==> config.mk <==
export PLATFORM = sky130hd
export DESIGN_NAME = dvp_rgb565_tx_flat
export DESIGN_NICKNAME = d
export VERILOG_FILES = /design/src/rtl/dvp_rgb565_tx_if.sv /design/src/rtl/dvp_rgb565_tx.sv /design/src/flat_wrapper.sv
export SDC_FILE = /design/constraint.sdc
export NUM_CORES = 1
export LEC_CHECK = 0
export CAP_MARGIN = 40
export CORE_UTILIZATION = 58
export CTS_BUF_LIST = sky130_fd_sc_hd__clkbuf_4 sky130_fd_sc_hd__clkbuf_8 sky130_fd_sc_hd__clkbuf_16
export CTS_CLUSTER_DIAMETER = 40
export CTS_CLUSTER_SIZE = 14
export DETAILED_ROUTE_END_ITERATION = 6
export GPL_TIMING_DRIVEN = 0
export PLACE_DENSITY = 0.82
export SYNTH_ARGS = -nofsm -noshare
export SYNTH_HDL_FRONTEND = slang
export SYNTH_SLANG_ARGS = --single-unit
==> constraint.sdc <==
create_clock -name pclk -period 6.3 [get_ports pclk]
set_clock_uncertainty 0.2 [all_clocks]
set_input_delay 0.63 -clock pclk [delete_from_list [all_inputs] [get_ports pclk]]
set_output_delay 0.63 -clock pclk [all_outputs]
set_load 0.01 [all_outputs]
==> src/rtl/dvp_rgb565_tx_if.sv <==
// AXI-Stream pixel channel feeding RGB565 beats into the DVP transmitter.
interface dvp_rgb565_tx_if;
    logic [15:0] tdata;
    logic        tvalid;
    logic        tlast;
    logic        tuser;
    logic        tready;

    modport master (output tdata, tvalid, tlast, tuser, input tready);
    modport slave  (input tdata, tvalid, tlast, tuser, output tready);
endinterface

==> src/rtl/dvp_rgb565_tx.sv <==
// RGB565 AXI-Stream to 8-bit DVP serialiser with full frame timing generation.
// Frame-side outputs follow the state register by one cycle; the pixel path has 1-cycle latency.
module dvp_rgb565_tx #(
    parameter int unsigned H_ACTIVE    = 640,
    parameter int unsigned V_ACTIVE    = 480,
    parameter int unsigned H_BLANK     = 144,
    parameter int unsigned VSYNC_LINES = 3,
    parameter int unsigned V_BACK      = 17,
    parameter int unsigned V_FRONT     = 10
) (
    input  logic                  pclk,
    input  logic                  rstn,
    input  logic                  enable,
    dvp_rgb565_tx_if.slave        s_axis,
    output logic [7:0]            dout,
    output logic                  href,
    output logic                  vsync,
    output logic                  underrun,
    output logic                  line_err,
    output logic                  busy
);
    localparam int unsigned LINE_LEN = 2 * H_ACTIVE + H_BLANK;
    localparam int unsigned V_MAX_A  = (V_ACTIVE > VSYNC_LINES) ? V_ACTIVE : VSYNC_LINES;
    localparam int unsigned V_MAX_B  = (V_BACK > V_FRONT) ? V_BACK : V_FRONT;
    localparam int unsigned V_MAX    = (V_MAX_A > V_MAX_B) ? V_MAX_A : V_MAX_B;
    localparam int unsigned HW       = $clog2(LINE_LEN + 1);
    localparam int unsigned VW       = $clog2(V_MAX + 1);
    localparam int unsigned PW       = HW - 1;

    localparam logic [HW-1:0] H_LAST   = HW'(LINE_LEN - 1);
    localparam logic [HW-1:0] ACT_LAST = HW'(2 * H_ACTIVE - 1);
    localparam logic [PW-1:0] PIX_LAST = PW'(H_ACTIVE - 1);
    localparam logic [VW-1:0] VS_LAST  = VW'(VSYNC_LINES - 1);
    localparam logic [VW-1:0] VB_LAST  = VW'(V_BACK - 1);
    localparam logic [VW-1:0] VA_LAST  = VW'(V_ACTIVE - 1);
    localparam logic [VW-1:0] VF_LAST  = VW'(V_FRONT - 1);

    typedef enum logic [2:0] {
        StIdle,
        StVsync,
        StVback,
        StActive,
        StHblank,
        StVfront
    } state_e;

    state_e        state_q;
    logic [HW-1:0] hcnt_q;
    logic [VW-1:0] vcnt_q;
    logic [7:0]    lo_q;
    logic          live_q;

    logic [PW-1:0] pix;
    logic          line_end;
    logic [VW-1:0] blank_last;
    state_e        blank_next;

    assign pix      = hcnt_q[HW-1:1];
    assign line_end = (hcnt_q == H_LAST);

    // Non-SOF beats are flushed in IDLE; during active video a slot opens on every even byte.
    assign s_axis.tready = live_q &
                           (((state_q == StIdle) & enable & ~s_axis.tuser) |
                            ((state_q == StActive) & ~hcnt_q[0]));

    always_comb begin
        blank_last = VS_LAST;
        blank_next = StVback;
        unique case (state_q)
            StVback: begin
                blank_last = VB_LAST;
                blank_next = StActive;
            end
            StVfront: begin
                blank_last = VF_LAST;
                blank_next = StIdle;
            end
            default: ;
        endcase
    end

    always_ff @(posedge pclk or negedge rstn) begin
        if (!rstn) begin
            state_q  <= StIdle;
            hcnt_q   <= '0;
            vcnt_q   <= '0;
            lo_q     <= '0;
            live_q   <= 1'b0;
            dout     <= '0;
            href     <= 1'b0;
            vsync    <= 1'b0;
            underrun <= 1'b0;
            line_err <= 1'b0;
            busy     <= 1'b0;
        end else begin
            live_q <= 1'b1;
            vsync  <= (state_q == StVsync);
            busy   <= (state_q != StIdle);
            href   <= 1'b0;
            dout   <= '0;
            case (state_q)
                StIdle: begin
                    if (live_q && enable && s_axis.tvalid && s_axis.tuser) begin
                        state_q <= StVsync;
                        hcnt_q  <= '0;
                        vcnt_q  <= '0;
                    end
                end
                StVsync, StVback, StVfront: begin
                    if (line_end) begin
                        hcnt_q <= '0;
                        if (vcnt_q == blank_last) begin
                            vcnt_q  <= '0;
                            state_q <= blank_next;
                        end else begin
                            vcnt_q <= vcnt_q + 1'b1;
                        end
                    end else begin
                        hcnt_q <= hcnt_q + 1'b1;
                    end
                end
                StActive: begin
                    href <= 1'b1;
                    if (!hcnt_q[0]) begin
                        if (s_axis.tvalid) begin
                            dout <= s_axis.tdata[15:8];
                            lo_q <= s_axis.tdata[7:0];
                            if ((s_axis.tlast != (pix == PIX_LAST)) ||
                                (s_axis.tuser && !(vcnt_q == '0 && pix == '0))) begin
                                line_err <= 1'b1;
                            end
                        end else begin
                            // Missing pixel: blank it out but keep line timing intact.
                            lo_q     <= '0;
                            underrun <= 1'b1;
                        end
                    end else begin
                        dout <= lo_q;
                    end
                    hcnt_q <= hcnt_q + 1'b1;
                    if (hcnt_q == ACT_LAST) begin
                        state_q <= StHblank;
                    end
                end
                StHblank: begin
                    if (line_end) begin
                        hcnt_q <= '0;
                        if (vcnt_q == VA_LAST) begin
                            vcnt_q  <= '0;
                            state_q <= StVfront;
                        end else begin
                            vcnt_q  <= vcnt_q + 1'b1;
                            state_q <= StActive;
                        end
                    end else begin
                        hcnt_q <= hcnt_q + 1'b1;
                    end
                end
                default: state_q <= StIdle;
            endcase
        end
    end
endmodule

==> src/flat_wrapper.sv <==
// flat-port wrapper written by rule: the top's interface ports become plain ports
module dvp_rgb565_tx_flat 
#(
    parameter int unsigned H_ACTIVE    = 640,
    parameter int unsigned V_ACTIVE    = 480,
    parameter int unsigned H_BLANK     = 144,
    parameter int unsigned VSYNC_LINES = 3,
    parameter int unsigned V_BACK      = 17,
    parameter int unsigned V_FRONT     = 10
)
  (pclk, rstn, enable, dout, href, vsync, underrun, line_err, busy, s_axis_tdata, s_axis_tvalid, s_axis_tlast, s_axis_tuser, s_axis_tready);
  dvp_rgb565_tx_if s_axis_i ();
  input  logic pclk;
  input  logic rstn;
  input  logic enable;
  output logic [7:0] dout;
  output logic href;
  output logic vsync;
  output logic underrun;
  output logic line_err;
  output logic busy;
  input wire logic [$bits(s_axis_i.tdata)-1:0] s_axis_tdata;
  input wire logic [$bits(s_axis_i.tvalid)-1:0] s_axis_tvalid;
  input wire logic [$bits(s_axis_i.tlast)-1:0] s_axis_tlast;
  input wire logic [$bits(s_axis_i.tuser)-1:0] s_axis_tuser;
  output wire logic [$bits(s_axis_i.tready)-1:0] s_axis_tready;
  assign s_axis_i.tdata = s_axis_tdata;
  assign s_axis_i.tvalid = s_axis_tvalid;
  assign s_axis_i.tlast = s_axis_tlast;
  assign s_axis_i.tuser = s_axis_tuser;
  assign s_axis_tready = s_axis_i.tready;
  dvp_rgb565_tx #(.H_ACTIVE(H_ACTIVE), .V_ACTIVE(V_ACTIVE), .H_BLANK(H_BLANK), .VSYNC_LINES(VSYNC_LINES), .V_BACK(V_BACK), .V_FRONT(V_FRONT)) u_core (.pclk(pclk), .rstn(rstn), .enable(enable), .s_axis(s_axis_i), .dout(dout), .href(href), .vsync(vsync), .underrun(underrun), .line_err(line_err), .busy(busy));
endmodule
Word level (Yosys, flattened, before mapping)
Cells that the tools add are included.
{ "totals": {"ff_bits": 45, "word_cells": 81} }
{ "classes": {"addsub": 2, "eq_ne": 16, "mux": 23, "bitwise": 8, "reduce_logical": 21} }
{ "ops": {"columns": ["cell", "n"], "rows": [
  ["$mux 9", 5],
  ["$pmux 11 s3", 1],
  ["$mux 8", 4],
  ["$pmux 9 s3", 1],
  ["$eq 11x11->1 const B", 2],
  ["$mux 11", 2],
  ["$mux 3", 6],
  ["$pmux 3 s4", 1],
  ["$add 11x1->11 const B", 1],
  ["$eq 10x10->1 const B", 1],
  ["$logic_not 10->1", 1],
  ["$pmux 5 s2", 1],
  ["$add 9x1->9 const B", 1],
  ["$eq 9x5->1", 1],
  ["$eq 9x9->1 const B", 1],
  ["$logic_not 9->1", 1],
  ["$reduce_bool 3->1", 3],
  ["$reduce_and 4->1", 2],
  ["$eq 3x2->1 const B", 2],
  ["$eq 3x3->1 const B", 2],
  ["$ne 2x1->1 const B", 3],
  ["$logic_and 1x1->1", 5],
  ["$reduce_and 5->1", 1],
  ["$and 1x1->1", 4],
  ["other kinds (14)", 18]
]} }

Logic depth before layout (Yosys ltp)
Gate-level depths: netlist of run 1.
{ "depth": {"word_depth": 6, "depth_mapped": 8} }

Least setup slack after synthesis of run 1
Ideal clock, no wire load.
{ "synth_timing": {"path_type": "reg2out", "startpoint": "reg u_core.state_q[1]", "endpoint": "out s_axis_tready", "arrival_ps": 1594, "required_time_ps": 5470, "slack_ps": 3876, "path_stages_with_launch": 7, "cell_sequence": "dfrtp_1 > buf_2 > inv_1 > or3_1 > or2_1 > clkbuf_1 > a21boi_1"} }
{ "synth_via": {"elab_chain_cells": 5} }
{ "synth_rtl": {"columns": ["item", "line", "source"], "rows": [
  ["from (decl)", "dvp_rgb565_tx.sv:47", "state_e state_q;"],
  ["from (signal assigned)", "dvp_rgb565_tx.sv:84", "state_q <= StIdle;"],
  ["from (signal assigned)", "dvp_rgb565_tx.sv:104", "state_q <= StVsync;"],
  ["from (signal assigned)", "dvp_rgb565_tx.sv:114", "state_q <= blank_next;"],
  ["$logic_not 3->1", "dvp_rgb565_tx.sv:63", "(((state_q == StIdle) & enable & ~s_axis.tuser) |"],
  ["$and 1x1->1 (2 in a row)", "dvp_rgb565_tx.sv:63", null],
  ["$or 1x1->1 *", "dvp_rgb565_tx.sv:63", null],
  ["$and 1x1->1 *", "dvp_rgb565_tx.sv:62", "assign s_axis.tready = live_q &"],
  ["to (decl)", "flat_wrapper.sv:26", "output wire logic [$bits(s_axis_i.tready)-1:0] s_axis_tready;"]
]} }
Mark *: on every way between the ends. The rest lies on a longest branch, timed or not.

Final worst setup path of run 1
Ends and elaborated chain as after synthesis.

==> results.md, run 1 <==
- Fmax: 293 MHz
- Share of the yosys chip area belonging to registers: 45.6%
- Drt drc: 0
- Pwr Total: 0.487 mW
- Post-synth EDFFs: 0
- Slew @ Worst Pin: 0.575 ns
- Initial Utilization: 60.8%
- Iter 0 DRT Violations: 131
- Placed cell area: 2900 um2
- Post-synth cell types: 68
- Critical Path RT: 5.47 ns
- Core area: 4060 um2
- Vias: 2135
- Critical path buffers and inverters: 4
- Placer Congestion: 0.828
- H-tree depth: 2
- Cell chain of the critical path: buf_2, inv_1, or3_1, or2_1, clkbuf_1, a21boi_1, clkdlybuf4s50_1
- Largest net degree at the start of global routing: 29
- Worst VDD drop: 0.158 mV
- DRT Pass-1 Iters: 4
- Placed Cells incl. Taps: 346
- Setup Fix Bufs, Post-CTS: 0
- Final slew viol count: 0
- Crit Path Max Fanout: 10
- Worst min-delay path category: input pin to asynchronous set/reset pin
- Design Area, Final: 2980 um2
- Die width: 67.2 um
- Fin nets: 328
- Remaining antenna violation count after routing: 0
- Setup slack at placement: 3.23 ns
- Filler cell count: 330
- Leakage: 1.29 nW
- Multi-input logic area: 1240 um2
- WL per Instance: 15.1 um
- Crit. End Element: primary output
- Number of gates resized after cts: 0
- Worst setup margin: 2.89 ns
- Sink Count: 45
- Normalized max-slew margin: 61.5%
- Outcome: complete, no violations
- Setup TNS: 0 ns
- Cts-stage hold buffer count: 0
- Hold WS: 0.0523 ns
- Maximum capacitance violations: 0
- Top FF cell, synth: dfrtp_1
- First-pass GRT wire length: 8.89 mm
- Syn_nets: 285
- Root buf cell: clkbuf_8
- # diodes: 0
- Final worst path period need: 3.41 ns
- Syn_area_per_cell: 9.49 um2
- # port buffers: 35
- Storage element area: 1130 um2
- Area grow syn2layout: 20.8%
- #FFs+latches synth: 45
- Largest stage delay, worst path: 0.55 ns
- CTS buffer count: 5
- Syn Inst Count: 260
- Latest clock arrival within the worst-skew pair: 0.29 ns
- Pwr dens: 163 nW/um2
- Setup Crit Path Kind: flip-flop to primary output
- Vias in the first global route: 1913
- Most common cell after layout, fill and taps aside: dfrtp_1
- Layout cells sized above 1: 13.5%
- IO Pins: 36
- Initial antenna violation count: 0
- Total grt overflow: 0
- Final HPWL DP: 3.99 mm
- Final WL: 5.35 mm
- RSZ-0062 raised after global routing: no
- CTS tree: built
- # rows: 23
- Clk buf depth: 2
- Yosys Warn Count: 0
- Fraction of registers with async set/reset: 100%
- Slowest cell on crit path: clkdlybuf4s50_1
- CP startpoint kind: flip-flop
- Die area: 4520 um2
- Top delay family on crit path: buffers and inverters
- Clock transition at path regs: 0.08 ns
- Data arrival time of the critical path: 2.58 ns
- GRT Util Overall: 26.4%
- Final Hold Viols: 0
- Die H: 67.2 um
- Layout Cells excl Fill: 354
- Most frequent cells in the layout: 45 x dfrtp_1, 34 x clkdlybuf4s50_1, 31 x nand2_1, 22 x nor2_1, 17 x nand3_1
- Endpoints failing setup: 0
- Mapped cell area: 2470 um2
- Tcrit/Tclk final: 54.1%
- Vias/cell: 6.03
- Core Util, Final: 73.5%
## cell usage after synthesis (3+ instances only)
cell type / n / area [um2]
inv_1: 7 / 26.3
xor2_1: 5 / 43.8
nand2b_1: 3 / 18.8
clkbuf_1: 6 / 22.5
nor2_1: 22 / 82.6
buf_2: 4 / 20.0
and3_1: 4 / 25.0
nor3_2: 3 / 30.0
o21bai_1: 4 / 30.0
o32ai_1: 3 / 26.3
a21oi_1: 14 / 70.1
dfrtp_1: 45 / 1130
o21ai_0: 4 / 20.0
nor3_1: 7 / 35.0
ha_1: 3 / 37.5
a22oi_1: 8 / 60.1
nand4_1: 6 / 37.5
nand2_1: 31 / 116
nand3_1: 17 / 85.1
a31oi_1: 4 / 25.0
## area by class of cell
| type | count | area share, % |
|---|---|---|
| multi-input cells | 193 | 41.5 |
| flip-flops and latches | 45 | 37.8 |
| repair buffers | 36 | 12.2 |
| clock buffers | 6 | 2.56 |
| plain buffers | 14 | 2.47 |
| well taps | 50 | 2.10 |
| inverters | 8 | 1.01 |
| clock inverters | 2 | 0.336 |
## path summary, 6_finish.rpt
| kind | to | from | cells past startpoint | slack, ns |
|---|---|---|---|---|
| setup / recovery | s_axis_tready | u_core.state_q[1] | 7 | 2.89 |
| hold / removal | u_core.vcnt_q[3] | rstn | 1 | 0.05 |
| setup reg to reg | u_core.state_q[0] | u_core.hcnt_q[0] | 6 | 3.78 |
| hold reg to reg | u_core.lo_q[3] | u_core.lo_q[3] | 2 | 0.27 |
| max in group asynchronous | u_core.hcnt_q[2] | rstn | 2 | 5.37 |
| min in group pclk | u_core.lo_q[3] | u_core.lo_q[3] | 2 | 0.27 |
## state kept, by name, summed over array words and instances, names as in the netlist
register,flops
u_core.dout,8
u_core.href,1
u_core.line_err,1
u_core.state_q,3
u_core.live_q,1
u_core.lo_q,8
u_core.vcnt_q,9
u_core.underrun,1
u_core.hcnt_q,11
u_core.vsync,1
u_core.busy,1
## logic make-up after synthesis
group / Yosys count / synth area share, %
simple gates: 116 / 24.7
compound gates: 62 / 19.4
flops: 45 / 45.6
buf+inv: 22 / 4.21
xor+xnor: 6 / 2.13
mux: 5 / 2.33
fa+ha+maj: 3 / 1.52
other cells: 1 / 0.152
## power breakdown
part	switching [mW]	internal (mW)	total (mW)
clock	0.0935	0.0813	0.175
sequential	0.000380	0.289	0.290
combinational	0.00938	0.0138	0.0232
## routing by layer
| layer | track usage, % | wire length, um | up-vias |
|---|---|---|---|
| met5 | 0 | 0 | - |
| met4 | 11.4 | 62 | 0 |
| li1 | - | - | 1031 |
| met3 | 3.89 | 230 | 6 |
| met1 | 36.8 | 2500 | 1050 |
| met2 | 40.9 | 2560 | 48 |
(Power assumes the default switching activity.)
==> inputs of run 2 (changes only) <==
--- a/config.mk
+++ b/config.mk
@@ -6,13 +6,13 @@
 export NUM_CORES = 1
 export LEC_CHECK = 0
 export CAP_MARGIN = 40
-export CORE_UTILIZATION = 58
+export CORE_UTILIZATION = 49
 export CTS_BUF_LIST = sky130_fd_sc_hd__clkbuf_4 sky130_fd_sc_hd__clkbuf_8 sky130_fd_sc_hd__clkbuf_16
 export CTS_CLUSTER_DIAMETER = 40
 export CTS_CLUSTER_SIZE = 14
 export DETAILED_ROUTE_END_ITERATION = 6
 export GPL_TIMING_DRIVEN = 0
-export PLACE_DENSITY = 0.82
+export PLACE_DENSITY = 0.74
 export SYNTH_ARGS = -nofsm -noshare
 export SYNTH_HDL_FRONTEND = slang
 export SYNTH_SLANG_ARGS = --single-unit
==> constraint.sdc (replaced) <==
create_clock -name pclk -period 2.9 [get_ports pclk]
set_clock_uncertainty 0.2 [all_clocks]
set_input_delay 0.29 -clock pclk [delete_from_list [all_inputs] [get_ports pclk]]
set_output_delay 0.29 -clock pclk [all_outputs]
set_load 0.01 [all_outputs]
==> results.md, run 2 (same netlist as run 1, synthesis figures left out) <==
- Final WL: 5.46 mm (was 5.35 mm)
- Leakage: 1.33 nW (was 1.29 nW)
- Endpoints failing setup: 0 (unchanged)
- R2R Setup Slk: 0.41 ns (was 3.78 ns)
- Die H: 73.0 um (was 67.2 um)
- Setup slack at placement: 0.174 ns (was 3.23 ns)
- Worst R2R End: u_core.hcnt_q[8] (was u_core.state_q[0])
- Setup TNS: 0 ns (unchanged)
- Largest regs: u_core.hcnt_q x11, u_core.vcnt_q x9 (unchanged)
- Design Area, Final: 3050 um2 (was 2980 um2)
- Die width: 73.0 um (was 67.2 um)
- Slew @ Worst Pin: 0.592 ns (was 0.575 ns)
- Pwr Total: 1.17 mW (was 0.487 mW)
- Core area: 4790 um2 (was 4060 um2)
- Vias in the first global route: 2081 (was 1913)
- # port buffers: 35 (unchanged)
- # rows: 25 (was 23)
- Normalized max-slew margin: 60.4% (was 61.5%)
- DRT Pass-1 Iters: 4 (unchanged)
- Area grow syn2layout: 23.7% (was 20.8%)
- Critical Path RT: 2.92 ns (was 5.47 ns)
- Vias: 2129 (was 2135)
- GRT Util Overall: 23.4% (was 26.4%)
- Worst min-delay path category: input pin to asynchronous set/reset pin (unchanged)
- CP startpoint kind: flip-flop (unchanged)
- Global route hottest layer: met2 (unchanged)
- H-tree depth: 2 (unchanged)
- Filler cell count: 414 (was 330)
- Pwr dens: 384 nW/um2 (was 163 nW/um2)
- Maximum capacitance violations: 0 (unchanged)
- Most frequent cells in the layout: 45 x dfrtp_1, 33 x clkdlybuf4s50_1, 31 x nand2_1, 22 x nor2_1, 17 x nand3_1 (was 45 x dfrtp_1, 34 x clkdlybuf4s50_1, 31 x nand2_1, 22 x nor2_1, 17 x nand3_1)
- Max reg flops: 11 (unchanged)
- Remaining antenna violation count after routing: 0 (unchanged)
- Outcome: complete, no violations (unchanged)
- Initial antenna violation count: 0 (unchanged)
- IO Pins: 36 (unchanged)
- Cell chain of the critical path: ha_1, nand3_1, nor3_2, a221oi_2, buf_2, o21ai_0, a31oi_1 (was buf_2, inv_1, or3_1, or2_1, clkbuf_1, a21boi_1, clkdlybuf4s50_1)
- Latest clock arrival within the worst-skew pair: 0.31 ns (was 0.29 ns)
- Final Hold Viols: 0 (unchanged)
- Met1 Usage GRT: 30.5% (was 36.8%)
- Fmax: 402 MHz
- Largest stage delay, worst path: 0.47 ns (was 0.55 ns)
- Most common cell after layout, fill and taps aside: dfrtp_1 (unchanged)
- WL per Instance: 14.7 um (was 15.1 um)
- Slowest cell on crit path: a221oi_2 (was clkdlybuf4s50_1)
- CP startpoint: u_core.hcnt_q[0] (was u_core.state_q[1])
- Setup Crit Path Kind: flip-flop to flip-flop (was flip-flop to primary output)
- Die area: 5330 um2 (was 4520 um2)
- Clock transition at path regs: 0.09 ns (was 0.08 ns)
- CP endpoint: u_core.hcnt_q[8] (was s_axis_tready)
- Data arrival time of the critical path: 2.50 ns (was 2.58 ns)
- Worst VDD drop: 0.282 mV (was 0.158 mV)
- M2 GR Usage: 38.9% (was 40.9%)
- Drt drc: 0 (unchanged)
- Register-to-Register Path Depth: 7 (was 6)
- Crit. End Element: flip-flop (was primary output)
- Initial Utilization: 51.6% (was 60.8%)
- First-pass GRT wire length: 9.54 mm (was 8.89 mm)
- Total grt overflow: 0 (unchanged)
- Placed cell area: 2920 um2 (was 2900 um2)
- Iter 0 DRT Violations: 97 (was 131)
- Placer Congestion: 0.944 (was 0.828)
- Worst setup margin: 0.413 ns (was 2.89 ns)
- FF-to-FF Start: u_core.hcnt_q[0] (unchanged)
- Met3 Resource Use GR: 6.63% (was 3.89%)
- Crit Path Max Fanout: 10 (unchanged)
- Tcrit/Tclk final: 85.8%
- Vias/cell: 5.74 (was 6.03)
- Sink Count: 45 (unchanged)
- RSZ-0062 raised after global routing: no (unchanged)
- Most flops, register: u_core.hcnt_q (unchanged)
- Fin nets: 328 (unchanged)
- Final HPWL DP: 4.03 mm (was 3.99 mm)
- Largest net degree at the start of global routing: 31 (was 29)
- Root buf cell: clkbuf_8 (unchanged)
- CTS tree: built (unchanged)
- Layout cells sized above 1: 14.1% (was 13.5%)
- CTS buffer count: 5 (unchanged)
- Final worst path period need: 2.49 ns
- Final slew viol count: 0 (unchanged)
- # diodes: 0 (unchanged)
- Clk buf depth: 2 (unchanged)
## run 2: worst min-delay path by stage
stage                             end           start  cells after the start
floorplan                 u_core.busy            rstn                      0
global placement       u_core.lo_q[4]  u_core.lo_q[4]                      2
detailed placement   u_core.vcnt_q[0]            rstn                      1
CTS                 u_core.state_q[2]            rstn                      2
global route        u_core.state_q[2]            rstn                      2
finish              u_core.state_q[2]            rstn                      2
## run 2: where the power goes
| part | internal [mW] | leakage, nW | switching [mW] | total [mW] |
|---|---|---|---|---|
| Clock | 0.263 | 0.0591 | 0.229 | 0.492 |
| Combinational | 0.0308 | 0.748 | 0.0208 | 0.0516 |
| Sequential | 0.628 | 0.526 | 0.000746 | 0.629 |
| Total | 0.922 | 1.33 | 0.250 | 1.17 |
## run 2: layout make-up
type | count | area, um2 | share of cell area, %
buffer | 13 | 72.6 | 2.38
clock buffer | 5 | 68.8 | 2.25
clock inverter | 3 | 47.5 | 1.56
inverter | 8 | 30.0 | 0.984
multi-input combinational | 193 | 1250 | 40.8
sequential | 45 | 1130 | 36.9
tap | 67 | 83.8 | 2.75
timing repair buffer | 37 | 378 | 12.4
## run 2: stage by stage
step	utilization (%)	hold WS, ns	std cells
2_1_floorplan	-	-0.206	260
3_3_place_gp	60.7	0.251	362
3_5_place_dp	61.0	0.0408	363
4_1_cts	63.6	0.240	371
5_1_grt	63.8	0.270	371
6_report	63.8	0.229	371
## run 2: what timing repair did
item | CTS | global route
resized for setup | 2 | 2
buffers inserted | 0 | 0
cloned | 0 | 0
hold buffers | 1 | 0
endpoints found under the hold margin | 15 | 0
endpoints found under the setup margin | 1 | 1
## run 2: metal layers
| metal | up-vias | share of wire [%] |
|---|---|---|
| met1 | 1038 | 45 |
| met2 | 56 | 49 |
| met3 | 7 | 4.7 |
| met4 | 0 | 1.0 |
| met5 | - | 0 |
| li1 | 1028 | - |
## run 2: worst max-delay path: cells and delay by family, from the launching register on
kind                       cells  cell delay (ns)
DFF                            1             0.46
adders and majority gates      1             0.27
AOI/OAI and AO/OA              3             0.77
buffers and inverters          1             0.30
and+or+nand+nor                2             0.40
==> inputs of run 3 (changes only) <==
==> constraint.sdc (replaced) <==
create_clock -name pclk -period 2.9 [get_ports pclk]
set_clock_uncertainty 0.2 [all_clocks]
set_input_delay 0.58 -clock pclk [delete_from_list [all_inputs] [get_ports pclk]]
set_output_delay 0.58 -clock pclk [all_outputs]
set_load 0.01 [all_outputs]
==> results.md, run 3 (same netlist as run 1, synthesis figures left out) <==
- Vias/cell: 5.68 (was 5.74)
- Vias in the first global route: 2088 (was 2081)
- Fin nets: 332 (was 328)
- # diodes: 0 (unchanged)
- Sink Count: 45 (unchanged)
- Combinational share of power: 4.4% (about the same)
- CP startpoint kind: flip-flop (unchanged)
- Worst setup margin: 0.225 ns (was 0.413 ns)
- Clock power frac: 42.0% (was 41.9%)
- Most common cell after layout, fill and taps aside: dfrtp_1 (unchanged)
- R2R Setup Slk: 0.40 ns (was 0.41 ns)
- Outcome: complete, no violations (unchanged)
- Largest stage delay, worst path: 0.39 ns (was 0.47 ns)
- Core Util, Final: 64.4% (was 63.8%)
- Clock transition at path regs: 0.09 ns (about the same)
- CTS buffer count: 5 (unchanged)
- Worst min-delay path category: flip-flop to flip-flop (was input pin to asynchronous set/reset pin)
- Setup Crit Path Kind: flip-flop to primary output (was flip-flop to flip-flop)
- Initial Utilization: 51.6% (unchanged)
- Leakage: 1.34 nW (was 1.33 nW)
- Sequential group share of total power: 53.6% (was 53.7%)
- P_sw: 0.252 mW (was 0.250 mW)
- Crit. End Element: primary output (was flip-flop)
- FF-to-FF Start: u_core.hcnt_q[0] (unchanged)
- Root buf cell: clkbuf_8 (unchanged)
- Worst VDD drop: 0.283 mV (was 0.282 mV)
- WL per Instance: 14.6 um (was 14.7 um)
- Remaining antenna violation count after routing: 0 (unchanged)
- Most frequent cells in the layout: 45 x dfrtp_1, 33 x clkdlybuf4s50_1, 31 x nand2_1, 22 x nor2_1, 17 x nand3_1 (unchanged)
- Die area: 5330 um2 (unchanged)
- Maximum capacitance violations: 0 (unchanged)
- Iter 0 DRT Violations: 92 (was 97)
- RSZ-0062 raised after global routing: no (unchanged)
- Cell chain of the critical path: buf_6, inv_1, or3_4, or2_4, a21boi_1, clkbuf_2 (was ha_1, nand3_1, nor3_2, a221oi_2, buf_2, o21ai_0, a31oi_1)
- Layout Cells excl Fill: 375 (was 371)
- Sw Ratio: 21.5% (was 21.4%)
- CP endpoint: s_axis_tready (was u_core.hcnt_q[8])
- Data arrival time of the critical path: 1.90 ns (was 2.50 ns)
- Normalized max-slew margin: 59.6% (was 60.4%)
- Layout cells sized above 1: 15.9% (was 14.1%)
- Placer Congestion: 0.944 (unchanged)
- Worst R2R End: u_core.state_q[0] (was u_core.hcnt_q[8])
- Clk buf depth: 2 (unchanged)
- Pwr dens: 381 nW/um2 (was 384 nW/um2)
- Slowest cell on crit path: dfrtp_1 (was a221oi_2)
- DRT Pass-1 Iters: 4 (unchanged)
- # port buffers: 35 (unchanged)
- GRT Util Overall: 23.4% (unchanged)
- Final worst path period need: 2.68 ns (was 2.49 ns)
- Placed Cells incl. Taps: 363 (unchanged)
- Largest regs: u_core.hcnt_q x11, u_core.vcnt_q x9 (unchanged)
- Die H: 73.0 um (unchanged)
- Drt drc: 0 (unchanged)
- H-tree depth: 2 (unchanged)
- Slew @ Worst Pin: 0.604 ns (was 0.592 ns)
- Largest net degree at the start of global routing: 31 (unchanged)
- Setup slack at placement: -0.116 ns (was 0.174 ns)
- Max reg flops: 11 (unchanged)
- # rows: 25 (unchanged)
- Crit Path Max Fanout: 10 (unchanged)
- Total grt overflow: 0 (unchanged)
- First-pass GRT wire length: 9.53 mm (was 9.54 mm)
- Most flops, register: u_core.hcnt_q (unchanged)
- CTS tree: built (unchanged)
- Area grow syn2layout: 24.9% (was 23.7%)
- Endpoints failing setup: 0 (unchanged)
- Tcrit/Tclk final: 92.2% (was 85.8%)
- Initial antenna violation count: 0 (unchanged)
- Die width: 73.0 um (unchanged)
- CP startpoint: u_core.state_q[1] (was u_core.hcnt_q[0])
- Register-to-Register Path Depth: 6 (was 7)
- Fmax: 374 MHz (was 402 MHz)
- Final Hold Viols: 0 (unchanged)
- Core area: 4790 um2 (unchanged)
- Final slew viol count: 0 (unchanged)
- IO Pins: 36 (unchanged)
- Pwr Total: 1.17 mW (about the same)
- Vias: 2131 (was 2129)
- Latest clock arrival within the worst-skew pair: 0.31 ns (about the same)
- P_int: 0.922 mW (unchanged)
- Final WL: 5.48 mm (was 5.46 mm)
- Final HPWL DP: 4.03 mm (unchanged)
- Critical Path RT: 2.12 ns (was 2.92 ns)
-- run 3: changes by cell type in the layout (fill, tap and decap cells not counted) --
cell,before,now
buf_4,1,4
buf_6,2,3
clkbuf_2,1,2
clkinvlp_4,0,1
dlymetal6s2s_1,1,0
inv_1,7,6
-- run 3: metal layers --
| metal | vias to the layer above | global-route usage (%) | routed length (um) |
|---|---|---|---|
| met3 | 9 | 6.63 | 219 |
| met1 | 1036 | 30.2 | 2520 |
| met2 | 47 | 39.2 | 2690 |
| met5 | - | 0 | 0 |
| li1 | 1039 | - | - |
| met4 | 0 | 4.79 | 51 |
-- run 3: layout make-up --
type                    count  area [um2]
plain buffers              13        76.3
fillers                   412        1700
multi-input cells         193        1250
flip-flops and latches     45        1130
clock inverters             3        47.5
repair buffers             41         400
clock buffers               5        68.8
inverters                   8        33.8
well taps                  67        83.8
-- run 3: worst min path at each step --
stage | start | endpoint | slack [ns] | cells after the start
after global placement | u_core.lo_q[4] | u_core.lo_q[4] | 0.25 | 2
after global routing | u_core.lo_q[7] | u_core.lo_q[7] | 0.32 | 2
after CTS | u_core.lo_q[7] | u_core.lo_q[7] | 0.29 | 2
after detailed placement | u_core.lo_q[2] | u_core.lo_q[2] | 0.26 | 2
final | u_core.lo_q[7] | u_core.lo_q[7] | 0.28 | 2
after floorplan | rstn | u_core.busy | 0.08 | 0
-- run 3: worst max-delay path, delay by kind of cell (launching register included) --
kind            cells  cell delay, ns
flops               1            0.39
simple gates        2            0.67
compound gates      1            0.14
buf+inv             3            0.39
-- run 3: through the flow --
stage	hold slack [ns]	area, um2	setup TNS [ns]
floorplan	0.0844	2470	0
global placement	0.251	2900	-8.86
detailed placement	0.264	2920	-0.116
CTS	0.286	3060	0
global route	0.321	3080	0
finish	0.283	3080	0
-- run 3: power by group through the flow --
stage	Combinational (mW)	Sequential, mW	Clock, mW
after floorplan	0.00431	0.642	0
after global placement	0.0491	0.642	0
after detailed placement	0.0523	0.641	0
after CTS	0.0533	0.629	0.505
after global routing	0.0570	0.629	0.537
final	0.0517	0.629	0.493
-- run 3: repair_timing --
item / 4_1_cts / 5_1_grt
setup endpoints to repair: 1 / 1
setup buffers: 2 / 2
hold endpoints to repair: 3 / 0
hold buffers: 1 / 0
gates resized for setup: 3 / 5
